<file path="src/rtl/lifo_pkg.sv">
// Shared definitions for the parameterised LIFO: count-width helper, {push,pop} op-codes,
// and reset values for the data outputs.
package lifo_pkg;

  typedef enum logic [1:0] {
    OP_IDLE = 2'b00,
    OP_POP  = 2'b01,
    OP_PUSH = 2'b10,
    OP_SWAP = 2'b11
  } lifo_op_e;

  localparam logic DATA_RST_BIT = 1'b0;
  localparam logic FLAG_RST     = 1'b0;

  // Bits needed to represent 0..depth inclusive
  function automatic int unsigned cnt_width(input int unsigned depth);
    return $clog2(depth + 1);
  endfunction

endpackage

</file>
<file path="src/rtl/lifo_mem.sv">
// DEPTH x WIDTH register array: one synchronous write port, one asynchronous read port.
module lifo_mem
  import lifo_pkg::*;
#(
  parameter int unsigned WIDTH = 8,
  parameter int unsigned DEPTH = 8,
  parameter int unsigned AW    = $clog2(DEPTH)
) (
  input  logic             clk,
  input  logic             we,
  input  logic [AW-1:0]    waddr,
  input  logic [WIDTH-1:0] wdata,
  input  logic [AW-1:0]    raddr,
  output logic [WIDTH-1:0] rdata
);

  logic [WIDTH-1:0] mem_q [DEPTH];

  // Contents are intentionally not reset; occupancy alone decides what is valid
  always_ff @(posedge clk) begin
    if (we) begin
      mem_q[waddr] <= wdata;
    end
  end

  assign rdata = mem_q[raddr];

endmodule

</file>
<file path="src/rtl/param_lifo.sv">
// Parameterised synchronous LIFO with registered pop data, occupancy count and error flags.
// Optional macro LIFO_ERR_STICKY_EN makes overflow/underflow sticky until reset.
module param_lifo
  import lifo_pkg::*;
#(
  parameter int unsigned WIDTH = 8,
  parameter int unsigned DEPTH = 8,
  parameter int unsigned CW    = cnt_width(DEPTH)
) (
  input  logic             clk,
  input  logic             rst,
  input  logic             push,
  input  logic [WIDTH-1:0] din,
  input  logic             pop,
  output logic [WIDTH-1:0] dout,
  output logic             dout_valid,
  output logic [WIDTH-1:0] top,
  output logic [CW-1:0]    count,
  output logic             empty,
  output logic             full,
  output logic             overflow,
  output logic             underflow
);

  localparam int unsigned AW = $clog2(DEPTH);

  logic [CW-1:0]    count_q, count_d;
  logic             empty_q, empty_d;
  logic             full_q, full_d;
  logic [WIDTH-1:0] dout_q, dout_d;
  logic             dout_valid_q, dout_valid_d;
  logic             overflow_q, overflow_d;
  logic             underflow_q, underflow_d;

  lifo_op_e         op_c;
  logic             we_c;
  logic             mem_we_c;
  logic [AW-1:0]    waddr_c;
  logic [AW-1:0]    raddr_c;
  logic [WIDTH-1:0] rdata_c;

  // Top-of-stack address; parked at 0 when empty so the read stays in range
  assign raddr_c  = empty_q ? '0 : AW'(count_q - CW'(1));
  assign mem_we_c = we_c & ~rst;

  lifo_mem #(
    .WIDTH (WIDTH),
    .DEPTH (DEPTH),
    .AW    (AW)
  ) u_mem (
    .clk   (clk),
    .we    (mem_we_c),
    .waddr (waddr_c),
    .wdata (din),
    .raddr (raddr_c),
    .rdata (rdata_c)
  );

  always_comb begin
    op_c         = lifo_op_e'({push, pop});
    count_d      = count_q;
    dout_d       = dout_q;
    dout_valid_d = 1'b0;
    we_c         = 1'b0;
    waddr_c      = AW'(count_q);
`ifdef LIFO_ERR_STICKY_EN
    overflow_d   = overflow_q;
    underflow_d  = underflow_q;
`else
    overflow_d   = 1'b0;
    underflow_d  = 1'b0;
`endif

    case (op_c)
      OP_POP: begin
        if (!empty_q) begin
          dout_d       = rdata_c;
          dout_valid_d = 1'b1;
          count_d      = count_q - CW'(1);
        end else begin
          underflow_d  = 1'b1;
        end
      end
      OP_PUSH: begin
        if (!full_q) begin
          we_c    = 1'b1;
          count_d = count_q + CW'(1);
        end else begin
          overflow_d = 1'b1;
        end
      end
      OP_SWAP: begin
        // Non-empty: replace the top in place; empty: din passes straight to dout
        dout_valid_d = 1'b1;
        if (!empty_q) begin
          dout_d  = rdata_c;
          we_c    = 1'b1;
          waddr_c = raddr_c;
        end else begin
          dout_d  = din;
        end
      end
      default: ;
    endcase

    empty_d = (count_d == '0);
    full_d  = (count_d == CW'(DEPTH));
  end

  always_ff @(posedge clk) begin
    if (rst) begin
      count_q      <= '0;
      empty_q      <= 1'b1;
      full_q       <= 1'b0;
      dout_q       <= {WIDTH{DATA_RST_BIT}};
      dout_valid_q <= FLAG_RST;
      overflow_q   <= FLAG_RST;
      underflow_q  <= FLAG_RST;
    end else begin
      count_q      <= count_d;
      empty_q      <= empty_d;
      full_q       <= full_d;
      dout_q       <= dout_d;
      dout_valid_q <= dout_valid_d;
      overflow_q   <= overflow_d;
      underflow_q  <= underflow_d;
    end
  end

  assign dout       = dout_q;
  assign dout_valid = dout_valid_q;
  assign count      = count_q;
  assign empty      = empty_q;
  assign full       = full_q;
  assign overflow   = overflow_q;
  assign underflow  = underflow_q;
  assign top        = empty_q ? {WIDTH{DATA_RST_BIT}} : rdata_c;

endmodule

</file>
<file path="config.mk">
export PLATFORM = sky130hd
export DESIGN_NAME = param_lifo
export DESIGN_NICKNAME = d
export VERILOG_FILES = /design/src/rtl/lifo_pkg.sv /design/src/rtl/lifo_mem.sv /design/src/rtl/param_lifo.sv
export SDC_FILE = /design/constraint.sdc
export NUM_CORES = 1
export LEC_CHECK = 0
export BUFFER_PORTS_ARGS = -buffer_cell sky130_fd_sc_hd__buf_2
export CORE_UTILIZATION = 46
export DETAILED_ROUTE_END_ITERATION = 8
export SYNTH_ARGS = -nofsm -noshare
export SYNTH_HDL_FRONTEND = slang
export SYNTH_HIERARCHICAL = 1
export SYNTH_SLANG_ARGS = --single-unit
</file>
<file path="constraint.sdc">
create_clock -name clk -period 7.5 [get_ports clk]
set_clock_uncertainty 0.1 [all_clocks]
set_input_delay 0.375 -clock clk [delete_from_list [all_inputs] [get_ports clk]]
set_output_delay 0.375 -clock clk [all_outputs]
set_load 0.005 [all_outputs]
</file>
=== Word-level counts from Yosys, hierarchy flattened ===
Memories as Yosys holds them, arrays and structs flattened.
Cells that the tools add are included.

* Flip-flop bits (word level): 17
* Memory bits (writable): 64
* Input port bits: 12
* Output and inout port bits: 25
* Word-level logic and storage cells: 42
* Memories: 1

* Add/sub/neg operators: 2
* Eq/ne operators: 5
* Mux-type cells: 18
* Bitwise operators: 4
* Reductions and logical operators: 5

{| class="wikitable"
|+ Memories
! name !! words !! width !! read ports !! clocked after memory_dff !! write ports !! RTL line !! text
|-
| u_mem.mem_q || 8 || 8 || 1 || 0 || 1 || lifo_mem.sv:17 || <nowiki>logic [WIDTH-1:0] mem_q [DEPTH];</nowiki>
|}

{| class="wikitable"
|+ Operator list
! kind !! number
|-
| 8-bit 2-to-1 mux || 3
|-
| 8-bit one-hot mux with 2 select lines || 1
|-
| 3-bit 2-to-1 mux || 3
|-
| 4-bit 2-to-1 mux || 2
|-
| 4-bit one-hot mux with 2 select lines || 1
|-
| 1-bit 2-to-1 mux || 6
|-
| 4-bit by 1-bit adder with 4-bit output (second input constant) || 1
|-
| 2-bit equality test (second input constant) || 2
|-
| 4-bit equality test (second input constant) || 1
|-
| 4-bit logical NOT || 1
|-
| 1-bit one-hot mux with 2 select lines || 2
|-
| 2-bit OR reduction || 2
|-
| 4-bit by 1-bit subtractor with 4-bit output (second input constant) || 1
|-
| 1-bit NOT || 3
|-
| 2-bit by 1-bit equality test with 1-bit output (second input constant) || 1
|-
| 2-bit inequality test (second input constant) || 1
|-
| 2-bit AND reduction || 1
|-
| 2-bit nonzero test || 1
|-
| 1-bit AND || 1
|}

=== Longest topological paths before layout ===
* Depth after elaboration: 5
* Gate-level depth with buffers: 10
* Mapped depth without buffers: 8

=== By module ===
The synthesis kept the hierarchy.

{| class="wikitable"
|+ By module, submodules not included
! module !! times used !! cells each !! area an instance (sq um) !! sequential area each (sq um)
|-
| lifo_mem || 1 || 106 || 2531.2 || 1921.8
|-
| param_lifo || 1 || 122 || 999.7 || 340.3
|}

=== Worst setup path before layout ===
OpenSTA, ideal clock, no wires.

* Kind: reg2out
* From: register count_q[0], in the netlist count[0]
* To: output top[0]
* Arrival time: 2.156 ns
* Required time: 7.025 ns
* Path slack: 4.869 ns
* Cell stages (with the launch flop): 10
* Path buffers: 2
* Cells stage by stage: dfxtp_1 inv_1 ha_1 xnor2_1 nor2_1 clkbuf_1 buf_2 mux4_2 mux2_2 nor2b_1

* Cells in the longest elaborated chain, start to end: 4

{| class="wikitable"
|+ Ends and longest elaborated chain
! what !! RTL line !! text
|-
| start: declaration || param_lifo.sv:27 || <nowiki>logic [CW-1:0] count_q, count_d;</nowiki>
|-
| start signal: assignment || param_lifo.sv:120 || <nowiki>count_q <= count_d;</nowiki>
|-
| 4-bit by 1-bit subtractor with 4-bit output || n/a ||
|-
| 3-bit 2-to-1 mux || param_lifo.sv:43 || <nowiki>assign raddr_c = empty_q ? '0 : AW'(count_q - CW'(1));</nowiki>
|-
| named net raddr_c[2] || param_lifo.sv:39 || <nowiki>logic [AW-1:0] raddr_c;</nowiki>
|-
| memory 8 x 8 bit || n/a ||
|-
| named net rdata_c[0] || param_lifo.sv:40 || <nowiki>logic [WIDTH-1:0] rdata_c;</nowiki>
|-
| 8-bit 2-to-1 mux || param_lifo.sv:137 || <nowiki>assign top = empty_q ? {WIDTH{DATA_RST_BIT}} : rdata_c;</nowiki>
|-
| end: declaration || param_lifo.sv:17 || <nowiki>output logic [WIDTH-1:0] top,</nowiki>
|}

The timed path passes the listed nets, and every way through them passes these cells.

=== Final worst setup path ===
* From: register count_q[0], in the netlist count[0]
* To: output top[6]

Same word-level chain as after synthesis.

==> flow_metrics.env <==
export IMPL_grt_pass1_vias=1941
export IMPL_syn_nets=246
export IMPL_die_w_um=89.6
export IMPL_htree_levels=3
export IMPL_outcome="finished, final reports clean"
export IMPL_cts_resized_gates=0
export IMPL_power_leakage_nw=1.43
export IMPL_drc=0
export IMPL_cts_buffers=9
export IMPL_gp_congestion=0.727
export IMPL_multi_input_comb_area_um2=1170
export IMPL_wl_met1_um=3240
export IMPL_fmax_mhz=276
export IMPL_required_ns=7.03
export IMPL_diodes=0
export IMPL_antenna_found_initial=0
export IMPL_postRouteAntennaNets=0
export IMPL_via_per_inst=5.49
export IMPL_synth_most_common_cell="edfxtp_1"
export IMPL_synth_cell_type_count=45
export IMPL_cts_root_buf="clkbuf_8"
export IMPL_cts_sinks=81
export IMPL_routed_wl_met3_um=307
export IMPL_dp_final_hpwl_um=4520
export IMPL_nFillCells=605
export IMPL_die_area_um2=8030
export IMPL_wl_per_cell_um=19.2
export IMPL_seqCellArea_um2=2260
export IMPL_wirelength_um=7110
export IMPL_synthTopCellsByCount="edfxtp_1, nor2_1, dfxtp_1, mux4_1"
export IMPL_worst_pin_slew_ns=1.09
export IMPL_ios=37
export IMPL_cp_start_kind="flip-flop"
export IMPL_rsz0062_at_grt="no"
export IMPL_routed_top_layer="met4"
export IMPL_wl_met2_um=3530
export IMPL_num_vias=2031
export IMPL_setup_violations=0
export IMPL_pre_cts_ws_ns=4.19
export IMPL_cts_hold_buf=0
export IMPL_core_area_um2=7330
export IMPL_grt_pass1_wl_um=10700
export IMPL_yosysWarningCount=6
export IMPL_end_kind="primary output"
export IMPL_grt_usage_pct=20.0
export IMPL_floorplan_initialDensity_pct=48.2
export IMPL_yosysSeqAreaShare_pct=64.1
export IMPL_syn_area_um2=3530
export IMPL_async_flop_share_pct=0
export IMPL_ys_ff_latch=81
export IMPL_avgSynthCellArea_um2=15.5
export IMPL_fin_crit_ns=3.63
export IMPL_crit_arrival_ns=3.15
export IMPL_drt_iter0_markers=141
export IMPL_hold_class="input pin to flip-flop"
export IMPL_synth_edf_count=64
export IMPL_area_delta_synth_final_pct=12.5
export IMPL_crit_path_max_fanout=11
export IMPL_fin_util_pct=54.2
export IMPL_synth_area_leaders="edfxtp_1, mux4_1, dfxtp_1"
export IMPL_cts_tree="built"
export IMPL_cts_clk_slew_worst_paths_ns=0.07
export IMPL_cts_setup_buffers=0
export IMPL_first_pass_iters=4
export IMPL_max_slew_margin_rel_pct=26.8
export IMPL_clk_latency_ns=0.35
export IMPL_hold_violations=0
export IMPL_yosysTopAreaCell="edfxtp_1"
export IMPL_grt_max_degree=19
export IMPL_drive_gt1_share_pct=24.7
export IMPL_ir_drop_uv=134
export IMPL_io_buffers=36
export IMPL_grt_ovfl_total=0
export IMPL_synthCells=228
export IMPL_p_per_area_nw_per_um2=232
export IMPL_die_h_um=89.6
export IMPL_cap_violations=0
export IMPL_critPathKind="flip-flop to primary output"
export IMPL_setup_ws_ns=3.87
export IMPL_yosysTopAreaCellShare_pct=54.4
export IMPL_cts_max_path_buffers=2
export IMPL_rows=31
export IMPL_fin_setup_tns_ns=0
export IMPL_period_share_pct=48.3
export IMPL_slew_viol_final=0
export IMPL_layout_nets=284
export IMPL_ys_flop_type="edfxtp_1"
==> cell usage in the layout (no fill, tap or decap), types with 2 or more instances in the layout <==
master / n
a21oi_1: 4
a31oi_1: 2
and2_1: 3
buf_2: 36
buf_4: 3
clkbuf_1: 2
clkbuf_8: 9
clkinv_2: 2
dfxtp_1: 17
edfxtp_1: 64
ha_1: 6
inv_1: 7
mux2_2: 8
mux2i_1: 2
mux4_1: 15
nand2_1: 6
nand2b_1: 5
nor2_1: 25
nor2b_1: 9
nor3_1: 8
nor3b_1: 2
o21ai_0: 2
o22ai_1: 7
xnor2_1: 2
==> per-layer routing <==
layer	global-route usage, %	up-vias
li1	-	963
met1	26.8	1009
met2	31.9	55
met3	5.21	4
met4	7.22	0
met5	0	-
==> cell families after synthesis <==
| group | Yosys count | share of synthesized area [%] |
|---|---|---|
| flops | 81 | 64.1 |
| simple gates | 68 | 10.3 |
| compound gates | 26 | 5.07 |
| mux | 26 | 14.9 |
| buf+inv | 19 | 2.98 |
| fa+ha+maj | 6 | 2.13 |
| xor+xnor | 2 | 0.496 |
==> where the power goes <==
group          total (mW)  switching (mW)  internal (mW)
Clock               0.300           0.147          0.153
Sequential          0.500         0.00575          0.494
Combinational       0.123          0.0646         0.0582
Total               0.923           0.217          0.706
==> cell type report <==
type                    instances  share of cell area (%)
clock buffers                  11                    3.31
well taps                      99                    3.12
inverters                       7                   0.662
multi-input cells             128                    29.4
flip-flops and latches         81                    57.0
clock inverters                 5                    1.42
repair buffers                 39                    5.10
==> worst max-delay path: stages, from the launching register on <==
cell and delay [ns]:
dfxtp_1 0.51, inv_1 0.11, ha_1 0.26, xnor2_1 0.13, nor2_1 0.69, buf_4 0.28
mux4_1 0.28, mux2_2 0.28, nor2b_1 0.13, buf_2 0.13
==> stage by stage <==
step | hold slack (ns) | cell area [um^2] | instances | power [mW]
floorplan | 0.354 | 3530 | 228 | 0.598
CTS | 0.191 | 3970 | 370 | 0.933
global route | 0.208 | 3970 | 370 | 0.964
global placement | 0.448 | 3780 | 354 | 0.633
finish | 0.208 | 3970 | 370 | 0.923
detailed placement | 0.457 | 3780 | 354 | 0.634
==> flip-flops by register name, indices dropped and copies added (netlist names) <==
register     count
u_mem/mem_q     64
empty            1
full             1
dout             8
overflow         1
underflow        1
count            4
dout_valid       1
==> final timing paths <==
check             startpoint           endpoint  slack [ns]  cells past startpoint
setup / recovery    count[0]             top[6]        3.87                      9
hold / removal        din[1]  u_mem/mem_q[1][1]        0.21                      1
setup reg to reg    count[0]            dout[6]        4.57                      9
hold reg to reg         full           overflow        0.46                      1
Note: power is estimated with default switching activity, not from simulation.
